### src/rtl/ucie_ctl_tx_flit_framer.sv
// TX flit framer: wraps upstream words into header/payload(/checksum trailer) flits
// behind a single-register PHY output slot. Trailer enabled by UCIE_CTL_TX_FLIT_CRC_EN.
module ucie_ctl_tx_flit_framer #(
    parameter int DATA_W         = 64,
    parameter int WORDS_PER_FLIT = 4,
    parameter int SEQ_W          = 8
) (
    input  logic              i_clk,
    input  logic              i_rst,
    input  logic [3:0]        i_state_sts,
    input  logic              i_lp_valid,
    input  logic              i_lp_irdy,
    input  logic [DATA_W-1:0] i_data,
    output logic              o_lp_trdy,
    output logic              o_phy_valid,
    output logic [DATA_W-1:0] o_phy_data,
    output logic              o_phy_sof,
    output logic              o_phy_eof,
    input  logic              i_phy_trdy,
    output logic [SEQ_W-1:0]  o_seq_num,
    output logic              o_flit_done
);

    localparam int         CNT_W      = (WORDS_PER_FLIT > 1) ? $clog2(WORDS_PER_FLIT) : 1;
    localparam logic [7:0] HDR_MARKER = 8'hA5;

`ifdef UCIE_CTL_TX_FLIT_CRC_EN
    typedef enum logic [1:0] {S_IDLE, S_HDR, S_PAYLOAD, S_TRL} state_t;
`else
    typedef enum logic [1:0] {S_IDLE, S_HDR, S_PAYLOAD} state_t;
`endif

    state_t              r_state, w_state_next;
    logic [CNT_W-1:0]    r_cnt, w_cnt_next;
    logic [SEQ_W-1:0]    r_seq;
    logic                r_valid, r_sof, r_eof, r_flit_done;
    logic [DATA_W-1:0]   r_data;

    logic                w_active, w_slot_free, w_last, w_lp_trdy;
    logic                w_load, w_load_sof, w_load_eof;
    logic [DATA_W-1:0]   w_load_data, w_header;

`ifdef UCIE_CTL_TX_FLIT_CRC_EN
    logic [DATA_W-1:0]   r_csum, w_csum_next;
`endif

    assign w_active    = (i_state_sts == 4'b0001);
    assign w_slot_free = !r_valid || i_phy_trdy;
    assign w_last      = (r_cnt == CNT_W'(WORDS_PER_FLIT - 1));

    // Header layout, MSB first: marker, sequence number, zero fill.
    always_comb begin
        w_header                       = '0;
        w_header[DATA_W-1 -: 8]        = HDR_MARKER;
        w_header[DATA_W-9 -: SEQ_W]    = r_seq;
    end

    always_comb begin
        w_state_next = r_state;
        w_cnt_next   = r_cnt;
        w_lp_trdy    = 1'b0;
        w_load       = 1'b0;
        w_load_sof   = 1'b0;
        w_load_eof   = 1'b0;
        w_load_data  = '0;
`ifdef UCIE_CTL_TX_FLIT_CRC_EN
        w_csum_next  = r_csum;
`endif
        case (r_state)
            S_IDLE: begin
                // The request word only triggers the header; it is consumed in PAYLOAD.
                if (w_active && i_lp_valid && i_lp_irdy) begin
                    w_state_next = S_HDR;
                end
            end
            S_HDR: begin
                if (w_active && w_slot_free) begin
                    w_load       = 1'b1;
                    w_load_sof   = 1'b1;
                    w_load_data  = w_header;
                    w_cnt_next   = '0;
`ifdef UCIE_CTL_TX_FLIT_CRC_EN
                    w_csum_next  = '0;
`endif
                    w_state_next = S_PAYLOAD;
                end
            end
            S_PAYLOAD: begin
                w_lp_trdy = w_active && w_slot_free;
                if (w_lp_trdy && i_lp_valid && i_lp_irdy) begin
                    w_load      = 1'b1;
                    w_load_data = i_data;
`ifdef UCIE_CTL_TX_FLIT_CRC_EN
                    w_csum_next = r_csum ^ i_data;
`endif
                    if (w_last) begin
                        w_cnt_next   = '0;
`ifdef UCIE_CTL_TX_FLIT_CRC_EN
                        w_state_next = S_TRL;
`else
                        w_load_eof   = 1'b1;
                        w_state_next = S_IDLE;
`endif
                    end else begin
                        w_cnt_next = r_cnt + 1'b1;
                    end
                end
            end
`ifdef UCIE_CTL_TX_FLIT_CRC_EN
            S_TRL: begin
                // Folding the header in makes the trailer cover the sequence number too.
                if (w_active && w_slot_free) begin
                    w_load       = 1'b1;
                    w_load_eof   = 1'b1;
                    w_load_data  = r_csum ^ w_header;
                    w_state_next = S_IDLE;
                end
            end
`endif
            default: w_state_next = S_IDLE;
        endcase
    end

    always_ff @(posedge i_clk) begin
        if (i_rst) begin
            r_state     <= S_IDLE;
            r_cnt       <= '0;
            r_seq       <= '0;
            r_valid     <= 1'b0;
            r_data      <= '0;
            r_sof       <= 1'b0;
            r_eof       <= 1'b0;
            r_flit_done <= 1'b0;
        end else begin
            r_state     <= w_state_next;
            r_cnt       <= w_cnt_next;
            r_flit_done <= r_valid && r_eof && i_phy_trdy;
            if (w_load && w_load_eof) begin
                r_seq <= r_seq + 1'b1;
            end
            if (w_load) begin
                r_valid <= 1'b1;
                r_data  <= w_load_data;
                r_sof   <= w_load_sof;
                r_eof   <= w_load_eof;
            end else if (i_phy_trdy) begin
                r_valid <= 1'b0;
                r_sof   <= 1'b0;
                r_eof   <= 1'b0;
            end
        end
    end

`ifdef UCIE_CTL_TX_FLIT_CRC_EN
    always_ff @(posedge i_clk) begin
        if (i_rst) begin
            r_csum <= '0;
        end else begin
            r_csum <= w_csum_next;
        end
    end
`endif

    assign o_lp_trdy   = w_lp_trdy;
    assign o_phy_valid = r_valid;
    assign o_phy_data  = r_data;
    assign o_phy_sof   = r_sof;
    assign o_phy_eof   = r_eof;
    assign o_seq_num   = r_seq;
    assign o_flit_done = r_flit_done;

endmodule
### config.mk
export PLATFORM = sky130hd
export DESIGN_NAME = ucie_ctl_tx_flit_framer
export DESIGN_NICKNAME = d
export VERILOG_FILES = /design/src/rtl/ucie_ctl_tx_flit_framer.sv
export SDC_FILE = /design/constraint.sdc
export NUM_CORES = 1
export LEC_CHECK = 0
export BUFFER_PORTS_ARGS = -buffer_cell sky130_fd_sc_hd__buf_4
export CORE_MARGIN = 2
export CORE_UTILIZATION = 27
export CTS_CLUSTER_DIAMETER = 40
export DETAILED_ROUTE_END_ITERATION = 8
export PLACE_DENSITY_LB_ADDON = 0.1
export SLEW_MARGIN = 5
export SYNTH_ARGS = -nofsm -noshare
export SYNTH_HDL_FRONTEND = slang
export SYNTH_SLANG_ARGS = --single-unit
### constraint.sdc
create_clock -name i_clk -period 5.3 [get_ports i_clk]
set_input_delay 0.265 -clock i_clk [delete_from_list [all_inputs] [get_ports i_clk]]
set_output_delay 0.265 -clock i_clk [all_outputs]
set_load 0.03 [all_outputs]
==> results of run 1 <==
[flip-flops by register name (all words and copies together) (netlist names)]
name	flops
o_flit_done	1
r_state	2
o_seq_num	8
o_phy_data	64
o_phy_sof	1
r_cnt	2
o_phy_valid	1
o_phy_eof	1
[how the worst min path moves through the flow]
stage	cells after the start	to	slack [ns]
detailed placement	2	o_phy_data[50]$_SDFFE_PP0P_	0.45
floorplan	2	o_phy_data[0]$_SDFFE_PP0P_	0.41
global route	3	o_phy_data[24]$_SDFFE_PP0P_	0.16
CTS	3	o_phy_data[24]$_SDFFE_PP0P_	0.16
global placement	2	o_phy_data[55]$_SDFFE_PP0P_	0.45
finish	3	o_phy_data[40]$_SDFFE_PP0P_	0.17
[per-layer routing]
layer | part of all wire (%) | vias up | global-route usage, %
li1 | - | 1502 | -
met1 | 45 | 1404 | 18.28
met2 | 47 | 96 | 23.05
met3 | 7.6 | 7 | 5.905
met4 | 0.86 | 0 | 3.457
met5 | 0 | - | 0
[worst register-to-register path, stage by stage (launching register included)]
cell and delay (ns):
dfxtp_1 0.32, inv_1 0.08, ha_1 0.25, and3_1 0.47, and4_2 1.05, a21oi_1 0.16, a31o_2 0.24
[final cells by class]
| type | count | area, um^2 | area share, % |
|---|---|---|---|
| clock buffers | 10 | 239.0 | 5.178 |
| inverters | 6 | 22.52 | 0.4879 |
| flip-flops and latches | 80 | 1602 | 34.70 |
| well taps | 143 | 178.9 | 3.876 |
| repair buffers | 150 | 1126 | 24.40 |
| multi-input cells | 227 | 1390 | 30.12 |
| clock inverters | 5 | 57.56 | 1.247 |
[logic make-up (layout without fill, tap and decap cells)]
group	count (synthesis)	after routing	synth area share, %
compound gates	96	96	21.75
fa+ha+maj	5	5	2.018
buf+inv	34	171	4.116
flops	80	80	51.65
mux	2	2	0.6860
simple gates	124	124	19.77
[through the flow]
step	cell area (um^2)	hold slack (ns)	setup slack [ns]	utilization, %	std cells
finish	4616	0.1669	2.636	40.77	621
detailed placement	4319	0.4480	2.565	38.15	606
CTS	4616	0.1601	2.554	40.77	621
global placement	4319	0.4463	2.625	38.15	606
global route	4616	0.1641	2.363	40.77	621
floorplan	3100	0.4133	3.234	-	341
[cells in the final DEF, fill, tap and decap left out, drive strengths merged, types with 6 or more instances in the layout]
master | Yosys | layout
a21oi | 19 | 19
a22oi | 61 | 61
buf | 4 | 150
clkbuf | 24 | 10
dfxtp | 80 | 80
inv | 6 | 6
nand2 | 12 | 12
nand3 | 7 | 7
nor2 | 58 | 58
nor2b | 6 | 6
nor3 | 10 | 10
or3 | 12 | 12
[power groups by stage]
stage / clock, mW / combinational (mW) / sequential (mW)
floorplan: 0 / 0.0355 / 0.618
finish: 0.623 / 0.0890 / 0.604
global placement: 0 / 0.0895 / 0.618
global route: 0.673 / 0.0979 / 0.604
detailed placement: 0 / 0.0901 / 0.618
CTS: 0.644 / 0.0904 / 0.604
==> run summary, run 1 <==
Power and ir drop
* **switching component of the power** 293.7 uW
* **power share of the clock group** 47.3%
* **sequential fraction of design power** 45.9%
* **cell leakage power** 1.877 nW
* **worst IR drop on VDD** 0.0001445 V
* **part of the total power dissipated in combinational logic** 6.8%
* **power density over the cells** 285.3 nW/um^2
* **switching share of power** 22.30%
* **internal power** 1.023 mW
* **post-layout total power** 1.317 mW

Clocking
* **Hold-fix buffers, CTS** 0
* **CTS tree** done
* **Clk Latency, worst-skew pair** 0.33 ns
* **level count of the clock H-tree** 3
* **count of buffers added by post-CTS timing repair for setup** 0
* **library cell used as clock root buffer** clkbuf_16
* **clock input transition at the sequential cells of the worst setup and hold paths** 0.06 ns
* **buffer levels on the longest clock path** 2
* **clock buffer count from CTS** 9
* **post_cts resized** 0
* **CTS sink count** 80

Logic synthesis
* **post-synthesis sequential area ratio** 51.65%
* **area of the mapped netlist** 3100 um^2
* **largest cells by area after synthesis** dfxtp_1, a22oi_1, nor2_1
* **net count after synthesis** 419
* **Yosys Warn Count** 0
* **list of most frequent post-synthesis cells** dfxtp_1, a22oi_1, nor2_1
* **cell with the most instances after synthesis** dfxtp_1
* **number of unique standard cell types used by synthesis** 36
* **Synth top area share** 51.65%
* **Syn Area/Cell** 9.092 um^2
* **share of flip-flops with an asynchronous set or reset after synthesis** 0%
* **Cells after Synth** 341
* **most area-hungry cell type in the Yosys netlist** dfxtp_1
* **flops & latches, synth** 80
* **EDFF count, synth** 0
* **commonest register cell after synthesis** dfxtp_1

Setup path
* **maximum fanout count along the critical path** 56
* **cell chain of the critical path** inv_1, ha_1, and3_1, and4_2, a21oi_1, a31o_2
* **total number of cells along the worst setup path** 6
* **delay of the slowest cell on the worst path** 1.05 ns
* **kind of cell adding the most delay to the critical path** simple AND/OR/NAND/NOR gates
* **RR Startpoint** r_state[0]$_SDFFE_PP0P_
* **Worst Path Class, Setup** reg -> reg
* **data arrival time of the critical path** 2.88 ns
* **capturing element type of the critical path** register
* **worst reg2reg path depth** 6
* **number of buffer and inverter stages on the critical path** 1
* **r2r setup slk** 2.64 ns
* **kind of start point of the critical path** register
* **worst setup path endpoint** o_seq_num[0]$_SDFFE_PP0P_
* **Data required, critical path** 5.52 ns
* **launching instance or port of the critical path** r_state[0]$_SDFFE_PP0P_
* **slowest cell on the critical path** and4_2
* **RR Endpoint** o_seq_num[0]$_SDFFE_PP0P_

STA
* **Max Transition Viols Final** 0
* **RSZ-0062 raised after global routing** no
* **headroom to the max-slew limit** 25.83%
* **final critical delay including setup and external delays** 2.664 ns
* **worst-margin pin slew** 1.112 ns
* **count of endpoints failing setup in the final report** 0
* **portion of the clock cycle consumed by the worst path in the final layout** 50.26%
* **Max Clock Freq** 0.3754 GHz
* **final count of hold timing violations** 0
* **largest clock skew in the final design** 0.008763 ns
* **sum of negative setup slack** 0 ns

Cells and area
* **Fillers** 1177
* **share of cells above drive strength 1** 35.98%
* **layout net count** 552
* **number of antenna repair diodes** 0
* **Area Overhead vs Synth** 48.87%

Placement
* **HPWL after detailed placement** 5977 um
* **final weighted congestion of routability-driven global placement** 0.7317
* **IO buf count** 149

Run status
* **run status** finished, final reports clean

Route
* **Total Wirelength** 9039 um
* **count of unresolved DRC violations after routing** 0
* **average wire per cell in the routed design** 14.56 um
* **routed vias** 3009
* **Starting DRT DRC Count** 193
* **TritonRoute pass-1 iters** 4
* **via count normalized by instance count** 4.845
* **Post-DRT Antenna Nets** 0

Global routing
* **aggregate global routing overflow** 0
* **vias in the first global route** 2951
* **largest net degree at the start of global routing** 84
* **antenna violations before repair** 0
* **global routing usage summed across all routing layers** 14.45%
* **global-route wire length before repair** 14700 um

Floorplanning
* **width of the die** 111.2 um
* **y dimension of the die** 111.2 um
* **Die Outline Area** 12360 um^2
* **row cnt** 39
* **initial standard-cell utilization of the core** 27.39%
* **area inside the core boundary** 11320 um^2
* **number of top-level design ports** 150

Hold path
* **worst min-delay path category** in -> reg
* **startpoint of the lowest-slack hold path** i_data[40]

Run
* **number of maximum-capacitance constraint violations** 0

No activity file was read; power rests on OpenSTA's default activity.
==> inputs of run 2 (changes only) <==
==> constraint.sdc (replaced) <==
create_clock -name i_clk -period 2.72 [get_ports i_clk]
set_input_delay 0.136 -clock i_clk [delete_from_list [all_inputs] [get_ports i_clk]]
set_output_delay 0.136 -clock i_clk [all_outputs]
set_load 0.03 [all_outputs]
==> run summary, run 2 (synthesis results as in run 1) <==
STA
* **Hold Slack** 0.03932 ns, was 0.1669 ns
* **portion of the clock cycle consumed by the worst path in the final layout** 83.24%, was 50.26%
* **RSZ-0062 raised after global routing** no, unchanged
* **final critical delay including setup and external delays** 2.264 ns, was 2.664 ns
* **sum of negative setup slack** 0 ns, unchanged
* **final count of hold timing violations** 0, unchanged
* **headroom to the max-slew limit** 58.70%, was 25.83%
* **Max Transition Viols Final** 0, unchanged
* **count of endpoints failing setup in the final report** 0, unchanged
* **largest clock skew in the final design** 0.003742 ns, was 0.008763 ns
* **worst-margin pin slew** 0.6193 ns, was 1.112 ns
* **Max Clock Freq** 0.4417 GHz, was 0.3754 GHz

Floorplanning
* **initial standard-cell utilization of the core** 27.39%, unchanged
* **row cnt** 39, unchanged
* **area inside the core boundary** 11320 um^2, unchanged
* **width of the die** 111.2 um, unchanged
* **number of top-level design ports** 150, unchanged
* **Die Outline Area** 12360 um^2, unchanged
* **y dimension of the die** 111.2 um, unchanged

Setup path
* **slowest cell on the critical path** o2111ai_4, was and4_2
* **data arrival time of the critical path** 2.53 ns, was 2.88 ns
* **r2r setup slk** 0.46 ns, was 2.64 ns
* **capturing element type of the critical path** register, unchanged
* **kind of cell adding the most delay to the critical path** compound AO/OA/AOI/OAI gates, was simple AND/OR/NAND/NOR gates
* **Data required, critical path** 2.98 ns, was 5.52 ns
* **worst reg2reg path depth** 7, was 6
* **cell chain of the critical path** inv_1, ha_1, and3_1, o2111ai_4, buf_4, a22oi_1, nor2_1, was inv_1, ha_1, and3_1, and4_2, a21oi_1, a31o_2
* **delay of the slowest cell on the worst path** 0.53 ns, was 1.05 ns
* **number of buffer and inverter stages on the critical path** 2, was 1
* **RR Endpoint** o_phy_data[27]$_SDFFE_PP0P_, was o_seq_num[0]$_SDFFE_PP0P_
* **RR Startpoint** r_state[0]$_SDFFE_PP0P_, unchanged
* **kind of start point of the critical path** register, unchanged
* **Worst Path Class, Setup** reg -> reg, unchanged
* **maximum fanout count along the critical path** 31, was 56

Cells and area
* **Area Overhead vs Synth** 50.73%, was 48.87%
* **number of antenna repair diodes** 0, unchanged
* **most common library cell in the layout ignoring fill and taps** buf_4, unchanged
* **max FFs per register** 64, unchanged
* **layout net count** 559, was 552
* **most frequent cells in the layout** buf_4, dfxtp_1, a22oi_1, unchanged
* **post-route cell area** 4673 um^2, was 4616 um^2
* **Fillers** 1184, was 1177
* **share of cells above drive strength 1** 36.49%, was 35.98%

Clocking
* **Hold-fix buffers, CTS** 0, unchanged
* **level count of the clock H-tree** 3, unchanged
* **library cell used as clock root buffer** clkbuf_16, unchanged
* **CTS tree** done, unchanged
* **post_cts resized** 0, unchanged
* **buffer levels on the longest clock path** 2, unchanged
* **CTS sink count** 80, unchanged
* **Clk Latency, worst-skew pair** 0.33 ns, about the same
* **clock input transition at the sequential cells of the worst setup and hold paths** 0.06 ns, about the same
* **clock buffer count from CTS** 9, unchanged
* **count of buffers added by post-CTS timing repair for setup** 0, unchanged

Route
* **Post-DRT Antenna Nets** 0, unchanged
* **via count normalized by instance count** 4.822, was 4.845
* **TritonRoute pass-1 iters** 4, unchanged
* **Detail Route met2 WL** 4250 um, was 4246 um
* **average wire per cell in the routed design** 14.62 um, was 14.56 um
* **count of unresolved DRC violations after routing** 0, unchanged
* **Starting DRT DRC Count** 126, was 193
* **met1 routed wirelength after detailed routing** 4129 um, was 4030 um
* **Total Wirelength** 9179 um, was 9039 um
* **max layer used** met4, unchanged
* **sum of met3 wire segment lengths after detailed routing** 713 um, was 684 um
* **routed vias** 3028, was 3009

Placement
* **final weighted congestion of routability-driven global placement** 0.7308, was 0.7317
* **Post-DP Area** 4384 um^2, was 4319 um^2
* **HPWL after detailed placement** 6392 um, was 5977 um
* **IO buf count** 149, unchanged

Run
* **number of maximum-capacitance constraint violations** 0, unchanged

Hold path
* **startpoint of the lowest-slack hold path** i_data[44], was i_data[40]
* **worst min-delay path category** in -> reg, unchanged
* **number of cells traversed by the worst hold path** 3, unchanged
* **worst hold path endpoint** o_phy_data[44]$_SDFFE_PP0P_, was o_phy_data[40]$_SDFFE_PP0P_

Power and ir drop
* **power density over the cells** 545.0 nW/um^2, was 285.3 nW/um^2
* **post-layout total power** 2.547 mW, was 1.317 mW
* **worst IR drop on VDD** 0.0002214 V, was 0.0001445 V
* **cell leakage power** 1.921 nW, was 1.877 nW

Global routing
* **largest net degree at the start of global routing** 52, was 84
* **global-route wire length before repair** 14860 um, was 14700 um
* **aggregate global routing overflow** 0, unchanged
* **antenna violations before repair** 0, unchanged
* **vias in the first global route** 2985, was 2951
* **global routing usage summed across all routing layers** 14.80%, was 14.45%

Run status
* **run status** finished, final reports clean, unchanged

-- run 2: cell count changes in the layout (fill, tap and decap cells not counted), sizes merged --
cell	delta
clkbuf	+2
clkinvlp	-2
buf	+7
-- run 2: area by class of cell --
type / instances / area [um^2] / share of cell area [%]
repair buffers: 157 / 1191 / 25.49
well taps: 143 / 178.9 / 3.829
clock inverters: 3 / 42.54 / 0.9103
clock buffers: 12 / 246.5 / 5.274
flip-flops and latches: 80 / 1602 / 34.27
multi-input cells: 227 / 1390 / 29.75
inverters: 6 / 22.52 / 0.4819
-- run 2: routing by layer --
layer,vias to the layer above,global-route usage (%)
li1,1509,-
met3,6,5.413
met5,-,0
met2,101,23.54
met1,1412,18.75
met4,0,4.609
-- run 2: through the flow --
| stage | std cells | setup WS (ns) | utilization, % |
|---|---|---|---|
| final | 628 | 0.4559 | 41.28 |
| after global routing | 628 | 0.2496 | 41.28 |
| after CTS | 628 | 0.4579 | 41.28 |
| after detailed placement | 613 | 0.4683 | 38.73 |
| after global placement | 613 | 0.5324 | 38.73 |
| after floorplan | 341 | 0.6539 | - |
-- run 2: worst max-delay path by stage --
| stage | from | endpoint | depth (start not counted) |
|---|---|---|---|
| floorplan | r_state[0]$_SDFFE_PP0P_ | o_phy_data[0]$_SDFFE_PP0P_ | 9 |
| global placement | r_state[0]$_SDFFE_PP0P_ | o_phy_data[34]$_SDFFE_PP0P_ | 7 |
| detailed placement | r_state[0]$_SDFFE_PP0P_ | o_phy_data[59]$_SDFFE_PP0P_ | 7 |
| CTS | r_state[0]$_SDFFE_PP0P_ | o_phy_data[22]$_SDFFE_PP0P_ | 7 |
| global route | r_state[0]$_SDFFE_PP0P_ | o_phy_data[35]$_SDFFE_PP0P_ | 7 |
| finish | r_state[0]$_SDFFE_PP0P_ | o_phy_data[27]$_SDFFE_PP0P_ | 7 |
-- run 2: tightest hold or removal path: stages --
cell and delay (ns):
buf_4 0.07, a22oi_1 0.05, nor2_1 0.07
-- run 2: power breakdown --
group	internal [mW]	leakage (nW)	switching [mW]
Sequential	1.18	0.644	0.00303
Clock	0.730	0.139	0.457
Combinational	0.0945	1.14	0.0868
Total	2.00	1.92	0.547
==> inputs of run 3 (changes only) <==
==> constraint.sdc (replaced) <==
create_clock -name i_clk -period 2.3 [get_ports i_clk]
set_input_delay 0.115 -clock i_clk [delete_from_list [all_inputs] [get_ports i_clk]]
set_output_delay 0.115 -clock i_clk [all_outputs]
set_load 0.03 [all_outputs]
==> run summary, run 3 (synthesis results as in run 1) <==
Run status
* **run status** finished, final reports clean, unchanged

Global routing
* **global routing usage summed across all routing layers** 15.03%, was 14.80%
* **largest net degree at the start of global routing** 80, was 52
* **antenna violations before repair** 0, unchanged
* **aggregate global routing overflow** 0, unchanged
* **global-route wire length before repair** 15030 um, was 14860 um
* **vias in the first global route** 3061, was 2985

Hold path
* **worst min-delay path category** in -> reg, unchanged
* **worst hold path endpoint** o_phy_data[0]$_SDFFE_PP0P_, was o_phy_data[44]$_SDFFE_PP0P_
* **startpoint of the lowest-slack hold path** i_data[0], was i_data[44]
* **number of cells traversed by the worst hold path** 3, unchanged

STA
* **final critical delay including setup and external delays** 2.097 ns, was 2.264 ns
* **largest clock skew in the final design** 0.004379 ns, was 0.003742 ns
* **final count of hold timing violations** 0, unchanged
* **RSZ-0062 raised after global routing** no, unchanged
* **Max Transition Viols Final** 0, unchanged
* **sum of negative setup slack** 0 ns, unchanged
* **headroom to the max-slew limit** 63.21%, was 58.70%
* **Hold Slack** 0.01177 ns, was 0.03932 ns
* **count of endpoints failing setup in the final report** 0, unchanged
* **portion of the clock cycle consumed by the worst path in the final layout** 91.19%, was 83.24%
* **worst-margin pin slew** 0.5495 ns, was 0.6193 ns
* **Max Clock Freq** 0.4768 GHz, was 0.4417 GHz

Clocking
* **level count of the clock H-tree** 3, unchanged
* **CTS sink count** 80, unchanged
* **Clk Latency, worst-skew pair** 0.33 ns, about the same
* **count of buffers added by post-CTS timing repair for setup** 0, unchanged
* **CTS tree** done, unchanged
* **clock buffer count from CTS** 9, unchanged
* **clock input transition at the sequential cells of the worst setup and hold paths** 0.06 ns, about the same
* **Hold-fix buffers, CTS** 1, was 0
* **buffer levels on the longest clock path** 2, unchanged
* **library cell used as clock root buffer** clkbuf_16, unchanged
* **post_cts resized** 0, unchanged

Setup path
* **Data required, critical path** 2.57 ns, was 2.98 ns
* **RR Startpoint** r_state[0]$_SDFFE_PP0P_, unchanged
* **Worst Path Class, Setup** reg -> reg, unchanged
* **r2r setup slk** 0.20 ns, was 0.46 ns
* **worst reg2reg path depth** 6, was 7
* **capturing element type of the critical path** register, unchanged
* **maximum fanout count along the critical path** 6, was 31
* **RR Endpoint** o_seq_num[7]$_SDFFE_PP0P_, was o_phy_data[27]$_SDFFE_PP0P_
* **data arrival time of the critical path** 2.36 ns, was 2.53 ns
* **kind of start point of the critical path** register, unchanged

Cells and area
* **Area Overhead vs Synth** 51.69%, was 50.73%
* **area taken by flip-flops and latches** 1602 um^2, unchanged
* **layout net count** 561, was 559
* **number of antenna repair diodes** 0, unchanged
* **share of cells above drive strength 1** 36.48%, was 36.49%
* **most common library cell in the layout ignoring fill and taps** buf_4, unchanged
* **Non-Filler Instances** 631, was 628
* **Fillers** 1156, was 1184
* **most frequent cells in the layout** buf_4, dfxtp_1, a22oi_1, unchanged
* **footprint of the multi-input gates** 1390 um^2, unchanged
* **max FFs per register** 64, unchanged
* **Final Util** 41.55%, was 41.28%

Route
* **Post-DRT Antenna Nets** 0, unchanged
* **via count normalized by instance count** 4.816, was 4.822
* **Total Wirelength** 9087 um, was 9179 um
* **average wire per cell in the routed design** 14.40 um, was 14.62 um
* **routed vias** 3039, was 3028
* **count of unresolved DRC violations after routing** 0, unchanged
* **TritonRoute pass-1 iters** 4, unchanged
* **Starting DRT DRC Count** 157, was 126

Power and ir drop
* **internal power** 2.408 mW, was 2.000 mW
* **cell leakage power** 1.937 nW, was 1.921 nW
* **switching component of the power** 650.3 uW, was 547.2 uW
* **power density over the cells** 650.3 nW/um^2, was 545.0 nW/um^2
* **power share of the clock group** 47.2%, was 46.6%
* **part of the total power dissipated in combinational logic** 7.2%, was 7.1%
* **sequential fraction of design power** 45.6%, was 46.3%
* **switching share of power** 21.26%, was 21.48%
* **worst IR drop on VDD** 0.0003188 V, was 0.0002214 V

Floorplanning
* **Die Outline Area** 12360 um^2, unchanged
* **row cnt** 39, unchanged
* **width of the die** 111.2 um, unchanged
* **number of top-level design ports** 150, unchanged
* **area inside the core boundary** 11320 um^2, unchanged
* **initial standard-cell utilization of the core** 27.39%, unchanged
* **y dimension of the die** 111.2 um, unchanged

Placement
* **HPWL after detailed placement** 6382 um, was 6392 um
* **IO buf count** 149, unchanged
* **cell total after placement** 614, was 613
* **final weighted congestion of routability-driven global placement** 0.7657, was 0.7308

Run
* **number of maximum-capacitance constraint violations** 0, unchanged

-- run 3: area by class of cell --
type | count | share of cell area, %
Clock buffer | 14 | 5.613
Clock inverter | 2 | 0.7981
Inverter | 6 | 0.4789
Multi-Input combinational cell | 227 | 29.56
Sequential cell | 80 | 34.05
Tap cell | 143 | 3.804
Timing Repair Buffer | 159 | 25.70
-- run 3: through the flow --
stage               cell area, um^2  total power, mW  worst slack, ns
floorplan                      3100            1.506           0.2339
finish                         4703            3.058           0.2027
CTS                            4703            3.101           0.2168
global placement               4392            1.643           0.2738
detailed placement             4392            1.644           0.2334
global route                   4703            3.175          0.08299
-- run 3: worst max path at each step --
stage / end / cells after the start / from / slack, ns
4_1_cts: o_seq_num[7]$_SDFFE_PP0P_ / 6 / r_state[0]$_SDFFE_PP0P_ / 0.22
3_3_place_gp: o_seq_num[7]$_SDFFE_PP0P_ / 6 / r_state[0]$_SDFFE_PP0P_ / 0.27
5_1_grt: o_seq_num[7]$_SDFFE_PP0P_ / 6 / r_state[0]$_SDFFE_PP0P_ / 0.08
3_5_place_dp: o_seq_num[5]$_SDFFE_PP0P_ / 6 / r_state[0]$_SDFFE_PP0P_ / 0.23
2_1_floorplan: o_phy_data[0]$_SDFFE_PP0P_ / 9 / r_state[0]$_SDFFE_PP0P_ / 0.23
6_report: o_seq_num[7]$_SDFFE_PP0P_ / 6 / r_state[0]$_SDFFE_PP0P_ / 0.20
-- run 3: power by group through the flow --
stage                     registers (mW)  clock network (mW)  logic, mW
after floorplan                     1.42                   0     0.0819
after global placement              1.42                   0      0.220
after detailed placement            1.42                   0      0.219
after CTS                           1.39                1.49      0.221
after global routing                1.39                1.54      0.244
final                               1.39                1.44      0.219
-- run 3: routing by layer --
metal / part of all wire (%) / track usage (%) / vias to the layer above
li1: - / - / 1518
met1: 44 / 18.24 / 1402
met2: 46 / 23.66 / 102
met3: 8.3 / 5.358 / 17
met4: 2.6 / 7.243 / 0
met5: 0 / 0 / -
-- run 3: critical path: stages, from the launching register on --
cell and delay, ns:
dfxtp_1 0.33, inv_1 0.08, ha_1 0.27, nand3_1 0.19, or4_4 0.55, or4_1 0.48
a21oi_1 0.15
